`src/rtl/mcyc_pkg.sv`:
```
// Shared definitions for the multicycle controller: opcodes, FSM states and
// datapath select encodings.
package mcyc_pkg;

  localparam logic [5:0] OP_RTYPE = 6'b000000;
  localparam logic [5:0] OP_BEQ   = 6'b000010;
  localparam logic [5:0] OP_BNE   = 6'b000011;
  localparam logic [5:0] OP_ADDI  = 6'b000100;
  localparam logic [5:0] OP_J     = 6'b001000;
  localparam logic [5:0] OP_LB    = 6'b100000;
  localparam logic [5:0] OP_SB    = 6'b101000;

  typedef enum logic [3:0] {
    S_FETCH, S_DECODE, S_MEMADR, S_LBRD, S_LBWR, S_SBWR,
    S_RTYPEEX, S_RTYPEWR, S_BEQEX, S_BNEEX, S_JEX, S_ADDIWR
  } state_t;

  localparam logic [1:0] ALUOP_ADD   = 2'b00;
  localparam logic [1:0] ALUOP_SUB   = 2'b01;
  localparam logic [1:0] ALUOP_FUNCT = 2'b10;

  localparam logic [1:0] SRCB_REG  = 2'b00;
  localparam logic [1:0] SRCB_FOUR = 2'b01;
  localparam logic [1:0] SRCB_IMM  = 2'b10;
  localparam logic [1:0] SRCB_BR   = 2'b11;

  localparam logic [1:0] PC_ALU    = 2'b00;
  localparam logic [1:0] PC_ALUOUT = 2'b01;
  localparam logic [1:0] PC_JUMP   = 2'b10;

  // A single-beat fetch still needs a one-bit counter.
  function automatic int beatWidth(input int beats);
    return (beats > 1) ? $clog2(beats) : 1;
  endfunction

endpackage

```
`src/rtl/mcyc_beat_ctr.sv`:
```
// Fetch beat counter: counts accepted instruction bytes and flags the last one.
module mcyc_beat_ctr
  import mcyc_pkg::*;
#(
  parameter int FETCH_BEATS = 4,
  localparam int BW = beatWidth(FETCH_BEATS)
) (
  input  logic          i_clk,
  input  logic          i_clear,
  input  logic          i_advance,
  output logic [BW-1:0] o_beat,
  output logic          o_last
);

  logic [BW-1:0] r_beat;

  always_ff @(posedge i_clk) begin
    if (i_clear) begin
      r_beat <= '0;
    end else if (i_advance) begin
      r_beat <= r_beat + 1'b1;
    end
  end

  assign o_beat = r_beat;
  assign o_last = (r_beat == BW'(FETCH_BEATS - 1));

endmodule

```
`src/rtl/mcyc_controller_p.sv`:
```
// Multicycle controller with a multi-beat byte-wide instruction fetch and
// optional memory wait states.
module mcyc_controller_p
  import mcyc_pkg::*;
#(
  parameter int FETCH_BEATS = 4,
  parameter int WAIT_EN     = 1
) (
  input  logic                   i_clk,
  input  logic                   i_reset,
  input  logic [5:0]             i_op,
  input  logic                   i_zero,
  input  logic                   i_mem_ready,
  output logic                   o_memread,
  output logic                   o_memwrite,
  output logic                   o_iord,
  output logic                   o_memtoreg,
  output logic                   o_regwrite,
  output logic                   o_regdst,
  output logic                   o_alusrca,
  output logic [1:0]             o_alusrcb,
  output logic [1:0]             o_aluop,
  output logic [1:0]             o_pcsource,
  output logic [FETCH_BEATS-1:0] o_irwrite,
  output logic                   o_pcen,
  output logic                   o_illegal
);

  localparam int BW = beatWidth(FETCH_BEATS);

  state_t        r_state;
  logic          w_ready;
  logic          w_fetchAdv;
  logic          w_beatClear;
  logic          w_last;
  logic [BW-1:0] w_beat;

  assign w_ready     = (WAIT_EN != 0) ? i_mem_ready : 1'b1;
  assign w_fetchAdv  = (r_state == S_FETCH) && w_ready;
  // Outside FETCH the counter is held at zero so every fetch starts at beat 0.
  assign w_beatClear = i_reset || (r_state != S_FETCH) || (w_fetchAdv && w_last);

  mcyc_beat_ctr #(.FETCH_BEATS(FETCH_BEATS)) u_beatCtr (
    .i_clk     (i_clk),
    .i_clear   (w_beatClear),
    .i_advance (w_fetchAdv),
    .o_beat    (w_beat),
    .o_last    (w_last)
  );

  always_ff @(posedge i_clk) begin
    if (i_reset) begin
      r_state <= S_FETCH;
    end else begin
      case (r_state)
        S_FETCH:   if (w_ready && w_last) r_state <= S_DECODE;
        S_DECODE: begin
          case (i_op)
            OP_LB, OP_SB, OP_ADDI: r_state <= S_MEMADR;
            OP_RTYPE:              r_state <= S_RTYPEEX;
            OP_BEQ:                r_state <= S_BEQEX;
            OP_BNE:                r_state <= S_BNEEX;
            OP_J:                  r_state <= S_JEX;
            default:               r_state <= S_FETCH;
          endcase
        end
        S_MEMADR: begin
          case (i_op)
            OP_LB:   r_state <= S_LBRD;
            OP_SB:   r_state <= S_SBWR;
            OP_ADDI: r_state <= S_ADDIWR;
            default: r_state <= S_FETCH;
          endcase
        end
        S_LBRD:    if (w_ready) r_state <= S_LBWR;
        S_SBWR:    if (w_ready) r_state <= S_FETCH;
        S_RTYPEEX: r_state <= S_RTYPEWR;
        default:   r_state <= S_FETCH;
      endcase
    end
  end

  // Reset masks every output in the cycle it is asserted, whatever the state.
  always_comb begin
    o_memread  = 1'b0;
    o_memwrite = 1'b0;
    o_iord     = 1'b0;
    o_memtoreg = 1'b0;
    o_regwrite = 1'b0;
    o_regdst   = 1'b0;
    o_alusrca  = 1'b0;
    o_alusrcb  = SRCB_REG;
    o_aluop    = ALUOP_ADD;
    o_pcsource = PC_ALU;
    o_irwrite  = '0;
    o_pcen     = 1'b0;
    o_illegal  = 1'b0;
    if (!i_reset) begin
      case (r_state)
        S_FETCH: begin
          o_memread = 1'b1;
          o_alusrcb = SRCB_FOUR;
          o_irwrite = FETCH_BEATS'(w_ready) << w_beat;
          o_pcen    = w_ready;
        end
        S_DECODE: begin
          o_alusrcb = SRCB_BR;
          case (i_op)
            OP_LB, OP_SB, OP_ADDI, OP_RTYPE, OP_BEQ, OP_BNE, OP_J: o_illegal = 1'b0;
            default: o_illegal = 1'b1;
          endcase
        end
        S_MEMADR: begin
          o_alusrca = 1'b1;
          o_alusrcb = SRCB_IMM;
        end
        S_LBRD: begin
          o_memread = 1'b1;
          o_iord    = 1'b1;
        end
        S_LBWR: begin
          o_regwrite = 1'b1;
          o_memtoreg = 1'b1;
        end
        S_SBWR: begin
          o_memwrite = 1'b1;
          o_iord     = 1'b1;
        end
        S_ADDIWR:  o_regwrite = 1'b1;
        S_RTYPEEX: begin
          o_alusrca = 1'b1;
          o_aluop   = ALUOP_FUNCT;
        end
        S_RTYPEWR: begin
          o_regwrite = 1'b1;
          o_regdst   = 1'b1;
        end
        S_BEQEX, S_BNEEX: begin
          o_alusrca  = 1'b1;
          o_aluop    = ALUOP_SUB;
          o_pcsource = PC_ALUOUT;
          o_pcen     = (r_state == S_BEQEX) ? i_zero : ~i_zero;
        end
        S_JEX: begin
          o_pcsource = PC_JUMP;
          o_pcen     = 1'b1;
        end
        default: o_illegal = 1'b0;
      endcase
    end
  end

endmodule

```
`config.mk`:
```
export PLATFORM = sky130hd
export DESIGN_NAME = mcyc_controller_p
export DESIGN_NICKNAME = d
export VERILOG_FILES = /design/src/rtl/mcyc_pkg.sv /design/src/rtl/mcyc_beat_ctr.sv /design/src/rtl/mcyc_controller_p.sv
export SDC_FILE = /design/constraint.sdc
export NUM_CORES = 1
export LEC_CHECK = 0
export CORE_MARGIN = 4
export CORE_UTILIZATION = 25
export DETAILED_ROUTE_END_ITERATION = 8
export PLACE_DENSITY = 0.51
export SLEW_MARGIN = 40
export SYNTH_ARGS = -nofsm -noshare
export SYNTH_HDL_FRONTEND = slang
export SYNTH_SLANG_ARGS = --single-unit
```
`constraint.sdc`:
```
create_clock -name i_clk -period 1.41 [get_ports i_clk]
set_input_delay 0.2115 -clock i_clk [delete_from_list [all_inputs] [get_ports i_clk]]
set_output_delay 0.2115 -clock i_clk [all_outputs]
set_load 0.03 [all_outputs]
```
==> run metrics, run 1 <==
slowest stage delay, CP=350 ps; Final setup violation count=19; post-route DRC violation count=0; cell area reported after detailed placement=0.00137 sq mm; final hold violation count=0; filler cell count=262; drt first-iter violations=39; time the final worst path needs with I/O delays and setup=1650 ps; sequential cell area fraction in the yosys report=0.155; area taken by flip-flops and latches=133 sq um; wire length of the first global-routing pass=4840 um; initial antenna violation count=0; category of the worst setup path launch point=flop; starting density of the core=0.271; total iterations of the first detailed-routing run=4; overall track demand over capacity in global routing=0.149; Avg Cell Area, Syn=6.78 sq um; post-layout total power=610 uW; max-cap viol count=0; clock tree from TritonCTS=built; top cells by area in the synthesized netlist=dfxtp_1 16%, nor2_1 11%, nor3_1 5.2%; post-layout net count=198; fraction of final layout cells with drive strength greater than 1=0.616; kind of capture point of the worst setup path=output port; internal power contribution=411 uW; Root Buffer=clkbuf_4; worst path bufs/invs=1; Setup CP Type=reg2out; share of async-settable or async-resettable flops after synthesis=0; clock-pin slew on the worst setup and hold paths=50 ps; Finished Cell Area=0.00170 sq mm; post-synthesis cell type count=41; classification of the worst-slack hold path=reg2reg; maximum fanout along the worst path=4; failing checks=setup timing; Clock Tree Buf Depth=2; Cells after Synth=114; run status=finished, violations left; clk_skew=10.2 ps; pin count of the biggest net entering global routing=10; post-synthesis sequential element count=6; Final Non-Filler Cells=216; master of the slowest instance on the critical path=dfxtp_2; Routed WL per cell=14.6 um; net switching share of the total power=0.326; Worst Path Arrival=1440 ps; # clock sinks=6; post-detailed-route count of antenna-violating nets=0; hold-fix buffer count after cts=0; Post-Syn Area=773 sq um; count of synthesis-stage warnings from yosys=0; post-route setup slack=-240 ps; Die X-Extent=63.6 um; overall overflow remaining after global route=0; Peak Freq=606 MHz; CTS Buf Count=3; number of pins exceeding their max-slew limit in the final report=0; crit-path leading delay family=simple AND/OR/NAND/NOR gates; Diodes inserted=0; part of the total power dissipated in the clock network=0.261; HPWL after detailed placement=2240 um; PD cells=359 mW/mm^2; count of H-tree levels built during CTS=1; site row count=19; Mapped Nets=125; Die Y=63.6 um; Placement Setup Slack=-331 ps; io pins=29; share of the cycle needed by the critical path after routing=1.17; required arrival time at the worst endpoint=1200 ps; critical path cell sequence=nor2_4 -> nand3_4 -> or2_4 -> nor3b_4 -> buf_6; share of the synthesized area in the top cell type=0.155; library cell occupying the most area in the post-synthesis netlist=dfxtp_1; switching power total=199 uW; clock latency on the worst-skew pair=250 ps; vias in the first global route=1043; Sequential Power Share=0.294; detail-routed via count per cell=5.14; vias after detailed routing=1111; number of enable-type register cells in the synthesized netlist=0; setup repair after global routing missed its margin=true; cell count after placement=201; area added between synthesis and finish=120%; Gate power share=0.445; multi-input logic area=802 sq um; die outline area=0.00405 sq mm; leakage power total=0.000736 uW; number of port buffers=28; worst slew margin relative to its limit=0.787; worst voltage drop across the vdd grid=0.000555 V; Worst Tran Pin Value=318 ps; total wire length after detailed routing=3160 um; most frequently used flop master after synthesis=dfxtp_1; area of the placeable core=0.00285 sq mm; leading cell types in the layout, fill and taps excluded=48 x buf_4, 17 x buf_6, 15 x nor2_1, 9 x nor2_4, 7 x dlygate4sd2_1; Final GP Congestion=0.835; most common library cell in the layout ignoring fill and taps=buf_4
[power groups by stage]
| stage | Clock [uW] | Combinational (uW) | Sequential (uW) |
|---|---|---|---|
| after floorplan | 0 | 121 | 196 |
| after global placement | 0 | 243 | 187 |
| after detailed placement | 0 | 246 | 188 |
| after CTS | 160 | 261 | 180 |
| after global routing | 184 | 289 | 181 |
| final | 159 | 272 | 179 |
[per-stage QoR]
step | util | TNS (ps) | hold slack, ps
after floorplan | - | -852 | 326
after global placement | 0.481 | -5270 | 498
after detailed placement | 0.481 | -5620 | 507
after CTS | 0.557 | -2290 | 470
after global routing | 0.596 | -4410 | 476
final | 0.596 | -2720 | 478
[metal layers]
metal  part of all wire  up-vias  GRT usage
met1               0.43      530      0.192
met5                  0        -          0
met2               0.52       35      0.263
met4                  0        0    0.00809
li1                   -      546          -
met3              0.051        0     0.0337
[logic make-up after synthesis]
| logic type | Yosys count | synth area share |
|---|---|---|
| adder cells (fa/ha/maj) | 1 | 0.0162 |
| AO/OA/AOI/OAI | 23 | 0.186 |
| AND/OR/NAND/NOR | 64 | 0.466 |
| flip-flops | 6 | 0.155 |
| multiplexers | 3 | 0.0421 |
| buffers and inverters | 13 | 0.0890 |
| XOR/XNOR | 4 | 0.0453 |
[layout make-up]
class / instances / share of cell area
Multi-Input combinational cell: 95 / 0.472
Timing Repair Buffer: 78 / 0.408
Sequential cell: 6 / 0.0780
Tap cell: 31 / 0.0228
Clock buffer: 3 / 0.0132
Inverter: 3 / 0.00662
[worst paths after layout]
path	from	endpoint	slack, ps	cells after the start
setup reg to reg	r_state[2]	r_state[0]	-110	8
hold / removal	r_state[3]	r_state[2]	480	1
hold reg to reg	r_state[3]	r_state[2]	480	1
setup / recovery	r_state[3]	o_irwrite[2]	-240	5
[synth_stat cells (2+ instances only)]
cell type and count:
nor2_1 23, nor3_1 8, a21oi_1 7, buf_2 7
dfxtp_1 6, nand2_1 6, nand2b_1 5, a31oi_1 4
o21ai_0 4, inv_1 3, nor2b_1 3, mux2_2 2
nand3_1 2, nand3b_1 2, nand4_1 2, o22ai_1 2
o31ai_1 2, xnor2_1 2, xor2_1 2
[what timing repair did]
item / in CTS / in global routing
setup buffers: 6 / 6
endpoints found under the hold margin: 0 / 0
pin swaps: 9 / 7
gates cloned: 1 / 0
gates resized for setup: 51 / 12
endpoints found under the setup margin: 22 / 23
[flip-flops by register name, indices dropped and copies added, names as in the netlist]
register and count:
u_beatCtr.o_beat 2, r_state 4
[worst register-to-register path: stages, from the launching register on]
cell	delay, ps
dfxtp_4	370
buf_8	130
buf_12	110
xor2_4	160
nand3_2	120
buf_4	160
buf_4	120
buf_4	120
o22ai_2	140
No activity file was read; power rests on OpenSTA's default activity.
==> run 2: changes to the inputs <==
--- a/config.mk
+++ b/config.mk
@@ -6,9 +6,9 @@
 export NUM_CORES = 1
 export LEC_CHECK = 0
 export CORE_MARGIN = 4
-export CORE_UTILIZATION = 25
+export CORE_UTILIZATION = 43
 export DETAILED_ROUTE_END_ITERATION = 8
-export PLACE_DENSITY = 0.51
+export PLACE_DENSITY = 0.79
 export SLEW_MARGIN = 40
 export SYNTH_ARGS = -nofsm -noshare
 export SYNTH_HDL_FRONTEND = slang
==> run 2 against run 1 <==
The flow now stops in global routing (5_1_grt); area after synthesis is the same; synthesized cell count is the same.
==> run metrics, run 2 <==
Die Y=50.4 um (was 63.6 um); share of async-settable or async-resettable flops after synthesis=0 (unchanged); most frequently used flop master after synthesis=dfxtp_1 (unchanged); Last stage=global routing (5_1_grt); count of H-tree levels built during CTS=1 (unchanged); number of enable-type register cells in the synthesized netlist=0 (unchanged); hold-fix buffer count after cts=0 (unchanged); Mapped Nets=125 (unchanged); site row count=15 (was 19); Post-Syn Area=773 sq um (unchanged); # clock sinks=6 (unchanged); most used standard cell by instance count after synthesis=nor2_1 (unchanged); Cells after Synth=114 (unchanged); CTS Buf Count=3 (unchanged); Avg Cell Area, Syn=6.78 sq um (unchanged); First Err=[ERROR DPL-0033] detailed placement checks failed during check placement.; grt repair worst endpoint=o_irwrite[3]; sequential cell area fraction in the yosys report=0.155 (unchanged); io pins=29 (unchanged); count of synthesis-stage warnings from yosys=0 (unchanged); Final GP Congestion=0.843 (was 0.835); cell area reported after detailed placement=0.00128 sq mm (was 0.00137 sq mm); Root Buffer=clkbuf_4 (unchanged); library cell occupying the most area in the post-synthesis netlist=dfxtp_1 (unchanged); most used standard cells in the synthesized netlist=23 x nor2_1, 8 x nor3_1, 7 x a21oi_1, 7 x buf_2 (unchanged); share of the synthesized area in the top cell type=0.155 (unchanged); HPWL after detailed placement=2070 um (was 2240 um); number of port buffers=28 (unchanged); top cells by area in the synthesized netlist=dfxtp_1 16%, nor2_1 11%, nor3_1 5.2% (unchanged); run status=aborted with a tool error (was finished, violations left); pin count of the biggest net entering global routing=15; initial antenna violation count=0; Clock Tree Buf Depth=2 (unchanged); Die X-Extent=50.4 um (was 63.6 um); post-synthesis cell type count=41 (unchanged); worst_ep kind=primary output; post-synthesis sequential element count=6 (unchanged); starting density of the core=0.453 (was 0.271)
==> run 2: stage by stage <==
stage | hold WS (ps) | utilization | setup WS, ps | TNS, ps | cells
3_5_place_dp | 553 | 0.752 | -312 | -4560 | 186
3_3_place_gp | 543 | 0.752 | -269 | -4080 | 186
4_1_cts | 530 | 0.823 | -216 | -2960 | 193
2_1_floorplan | 326 | - | -151 | -852 | 114
==> run 2: kinds of logic after synthesis <==
group	Yosys count	synth area share
simple gates	64	0.466
compound gates	23	0.186
buf+inv	13	0.0890
flops	6	0.155
xor+xnor	4	0.0453
mux	3	0.0421
fa+ha+maj	1	0.0162
==> run 2: timing repair <==
action / CTS
endpoints found under the setup margin: 23
gates resized for setup: 26
setup buffers: 4
pin swaps: 8
==> run 3: changes to the inputs <==
--- a/config.mk
+++ b/config.mk
@@ -5,10 +5,10 @@
 export SDC_FILE = /design/constraint.sdc
 export NUM_CORES = 1
 export LEC_CHECK = 0
-export CORE_MARGIN = 4
-export CORE_UTILIZATION = 43
+export CORE_AREA = 4 4 65 67
 export DETAILED_ROUTE_END_ITERATION = 8
-export PLACE_DENSITY = 0.79
+export DIE_AREA = 0 0 69 71
+export PLACE_DENSITY_LB_ADDON = 0.15
 export SLEW_MARGIN = 40
 export SYNTH_ARGS = -nofsm -noshare
 export SYNTH_HDL_FRONTEND = slang
==> run 3 against run 2 <==
The flow now finishes, with violations (setup timing).
==> run metrics, run 3 (synthesis gave the netlist of run 1 again) <==
run status=finished, violations left (was aborted with a tool error); failing checks=setup timing; number of port buffers=28 (unchanged); PD cells=397 mW/mm^2; die outline area=0.00490 sq mm; Final Non-Filler Cells=229; Peak Freq=610 MHz; Die Y=71 um (was 50.4 um); maximum fanout along the worst path=4; Final setup violation count=18; kind of capture point of the worst setup path=output port; starting density of the core=0.213 (was 0.453); area of the placeable core=0.00363 sq mm; worst voltage drop across the vdd grid=0.000545 V; post-detailed-route count of antenna-violating nets=0; share of the cycle needed by the critical path after routing=1.16; clock latency on the worst-skew pair=220 ps; met1 track demand over resource=0.153; count of H-tree levels built during CTS=1 (unchanged); Worst Tran Pin Value=300 ps; vias after detailed routing=1064; clk_skew=2.33 ps; area added between synthesis and finish=131%; vias in the first global route=1032; total iterations of the first detailed-routing run=4; clock-pin slew on the worst setup and hold paths=40 ps; worst slew margin relative to its limit=0.798; Setup CP Type=reg2out; overall track demand over capacity in global routing=0.123; wire length of the first global-routing pass=4970 um; Final GP Congestion=0.820 (was 0.843); time the final worst path needs with I/O delays and setup=1640 ps; Die X-Extent=69 um (was 50.4 um); setup repair after global routing missed its margin=true; io pins=29 (unchanged); drt first-iter violations=41; final hold violation count=0; HPWL after detailed placement=2210 um (was 2070 um); post-layout net count=194; post-route DRC violation count=0; leakage power total=0.000747 uW; leading cell types in the layout, fill and taps excluded=43 x buf_4, 17 x buf_6, 11 x nor2_1, 10 x nor2_4, 8 x dlygate4sd2_1; pin count of the biggest net entering global routing=13; met3 usage in global routing=0.0327; clock tree from TritonCTS=built; category of the worst setup path launch point=flop; classification of the worst-slack hold path=in2reg; CTS Buf Count=3 (unchanged); post-route setup slack=-228 ps; fraction of met2 tracks used by global routing=0.219; required arrival time at the worst endpoint=1200 ps; detail-routed via count per cell=4.65; depth of the worst hold-timing path=3; Final TNS setup=-2000 ps; Clock Tree Buf Depth=2 (unchanged); site row count=22 (was 15); overall overflow remaining after global route=0; fraction of final layout cells with drive strength greater than 1=0.641; Worst Path Arrival=1430 ps; r2r worst-path depth=5; cell count after placement=210 (was 186); max-cap viol count=0; # clock sinks=6 (unchanged); Top reg by flops=r_state; layer with the highest usage=met2; number of pins exceeding their max-slew limit in the final report=0; Diodes inserted=0; initial antenna violation count=0; Root Buffer=clkbuf_8 (was clkbuf_4); flip-flop count of the largest register after layout=4; most common library cell in the layout ignoring fill and taps=buf_4; Routed WL per cell=14.0 um; total wire length after detailed routing=3200 um
==> run 3: power by group <==
part	switching [uW]	total, uW	internal (uW)
logic	131	274	144
clock network	71.4	255	183
registers	7.42	178	171
total	209	707	498
==> run 3: repair_timing <==
item | 4_1_cts | 5_1_grt
setup endpoints to repair | 23 | 23
pin swaps | 12 | 17
hold buffers | 0 | 0
buffers inserted | 7 | 6
gates cloned | 1 | 2
gates resized for setup | 44 | 33
==> run 3: layout make-up <==
cell class,instances,area [sq um]
Tap cell,48,60.1
Clock buffer,3,41.3
Fill cell,355,1850
Timing Repair Buffer,74,694
Inverter,3,11.3
Sequential cell,6,135
Multi-Input combinational cell,95,841
==> run 3: stage by stage <==
stage	hold WS (ps)	setup slack (ps)	cell area, sq um	utilization	total power [uW]
5_1_grt	492	-291	1780	0.491	748
3_3_place_gp	519	-338	1330	0.367	425
4_1_cts	488	-195	1550	0.427	697
2_1_floorplan	326	-151	861	-	317
3_5_place_dp	531	-346	1330	0.367	426
6_report	476	-228	1780	0.491	707
==> run 3: routing by layer <==
metal	share of wire	routed length (um)	vias up
li1	-	-	538
met1	0.44	1420	495
met2	0.50	1590	31
met3	0.058	185	0
met4	0	0	0
met5	0	0	-
==> run 3: critical path, stage by stage, from the launching register on <==
cell and delay [ps]:
dfxtp_4 360, nor2_4 140, nand3_4 90, or2_4 270
nor3b_4 190, buf_6 150
==> run 3: final timing paths <==
path	from	to	slack [ps]
setup reg to reg	r_state[1]	r_state[0]	-100
setup / recovery	r_state[1]	o_irwrite[1]	-230
hold reg to reg	u_beatCtr.o_beat[1]	u_beatCtr.o_beat[1]	540
hold / removal	i_reset	r_state[2]	480
==> edit, RTL diff (settings of run 3) <==
`FETCH_BEATS` is set to 4 in 2 places; all go to 3.
--- a/src/rtl/mcyc_beat_ctr.sv
+++ b/src/rtl/mcyc_beat_ctr.sv
@@ -3,5 +3,5 @@
   import mcyc_pkg::*;
 #(
-  parameter int FETCH_BEATS = 4,
+  parameter int FETCH_BEATS = 3,
   localparam int BW = beatWidth(FETCH_BEATS)
 ) (
--- a/src/rtl/mcyc_controller_p.sv
+++ b/src/rtl/mcyc_controller_p.sv
@@ -4,5 +4,5 @@
   import mcyc_pkg::*;
 #(
-  parameter int FETCH_BEATS = 4,
+  parameter int FETCH_BEATS = 3,
   parameter int WAIT_EN     = 1
 ) (
Interface: changed (resized o_irwrite); port bits go from 29 to 28. The function was not compared with the original's and may differ.
==> edit against run 3 <==
Count of clock-buffer cells in the layout unchanged; maximum frequency down 21%; the flow still finishes with violations (negative setup slack); routed wire length down 21%; worst hold slack better by 37 ps; critical path depth unchanged; critical endpoint is now o_irwrite[2]; synthesized area down 9.1%; register-to-register slack worse by 190 ps; sequential cell count unchanged; cell area down 17%; non-clock buffer count down 10; via count down 12%; worst setup slack worse by 430 ps; power down 4.0%; largest power group is now the clock network.
==> edit: results (changes against run 3) <==
DRT Wirelength 2540 um (was 3200 um); CP max stage delay 380 ps (was 360 ps); PortBufs 27 (was 28); post-synthesis compound-gate area fraction 0.192 (was 0.186); top post-synthesis cells by area dfxtp_1 (17%), nor2_1 (9.1%), nor3_1 (7.1%) (was dfxtp_1 (16%), nor2_1 (11%), nor3_1 (5.2%)); origin of the critical flop-to-flop path r_state[2] (was r_state[1]); post-synthesis xor/xnor area fraction 0.0498 (was 0.0453); vias 935 (was 1064); met2 GRT Util 0.208 (was 0.219); Filler Cell Count 396 (was 355); failing checks negative setup slack (unchanged); DR iter-0 viols 9 (was 41); TNS Setup -5120 ps (was -2000 ps); Post-CTS Setup Inserts 5 (was 7); Min Hold Slack 514 ps (was 476 ps); Synth Net Count 114 (was 125); Total GRT Usage 0.112 (was 0.123); Hold EP r_state[3] (was r_state[2]); layout cells sized above 1 0.556 (was 0.641); GPL Wtd Cong 0.848 (was 0.820); largest net degree at the start of global routing 17 (was 13); dpl ws -761 ps (was -346 ps); top cells by count, synth nor2_1 (17), nor3_1 (10), a21oi_1 (7) (was nor2_1 (23), nor3_1 (8), a21oi_1 (7), buf_2 (7)); Max-slew headroom 0.817 (was 0.798); critical path arrival 1860 ps (was 1430 ps); worst setup margin -657 ps (was -228 ps); number of global-route vias before repair 1054 (was 1032); final setup fails 20 (was 18); outcome complete, but fails checks (unchanged); Slowest cell on crit path or3_4 (was dfxtp_4); Netlist cell types 38 (was 41); Register-to-Register Path Depth 4 (was 5); R2R setup slack -290 ps (was -100 ps); reg2reg end r_state[1] (was r_state[0]); proportion of synthesized area in mux cells 0.0445 (was 0.0421); met1 GRT Util 0.123 (was 0.153); IR drop worst, VDD 241 uV (was 545 uV); Final Skew 1.97 ps (was 2.33 ps); LEAKAGE 0.623 nW (was 0.747 nW); nets 173 (was 194)
## edit: how the worst max path moves through the flow
stage / from / endpoint
after global placement: i_reset / o_irwrite[2]
after CTS: r_state[2] / o_irwrite[2]
after global routing: r_state[2] / o_irwrite[2]
after detailed placement: i_reset / o_irwrite[2]
final: r_state[2] / o_irwrite[2]
after floorplan: r_state[2] / o_irwrite[2]
## edit: layer usage
| metal | routed length [um] | vias to the layer above |
|---|---|---|
| met4 | 21 | 0 |
| met3 | 95 | 2 |
| met5 | 0 | - |
| met1 | 1080 | 427 |
| met2 | 1350 | 21 |
| li1 | - | 485 |
## edit: logic make-up (layout without fill, tap and decap cells)
group,Yosys count,count (layout)
AOI/OAI and AO/OA,22,22
muxes,3,3
adders and majority gates,1,1
buffers and inverters,12,69
DFF,6,6
and+or+nand+nor,55,55
xor gates and xnor gates,4,4
## edit: stage by stage
step / util / std cells
6_report: 0.408 / 208
5_1_grt: 0.408 / 208
4_1_cts: 0.399 / 208
3_5_place_dp: 0.347 / 200
3_3_place_gp: 0.347 / 200
2_1_floorplan: - / 103
## edit: power by group
| group | leakage, nW | switching (W) | total, W | internal, W |
|---|---|---|---|---|
| Clock | 0.0216 | 0.0000673 | 0.000250 | 0.000183 |
| Combinational | 0.550 | 0.000121 | 0.000247 | 0.000127 |
| Sequential | 0.0510 | 0.00000575 | 0.000181 | 0.000176 |
| Total | 0.623 | 0.000194 | 0.000679 | 0.000485 |
## edit: worst max-delay path: cells and delay by family, from the launching register on
family / cells / cell delay (ps)
buffers and inverters: 1 / 150
and+or+nand+nor: 4 / 1190
DFF: 1 / 310
## edit: layout make-up
cell class	instances	area share
multi-input cells	85	0.467
repair buffers	64	0.374
clock buffers	3	0.0278
flip-flops and latches	6	0.0860
inverters	2	0.00506
well taps	48	0.0405
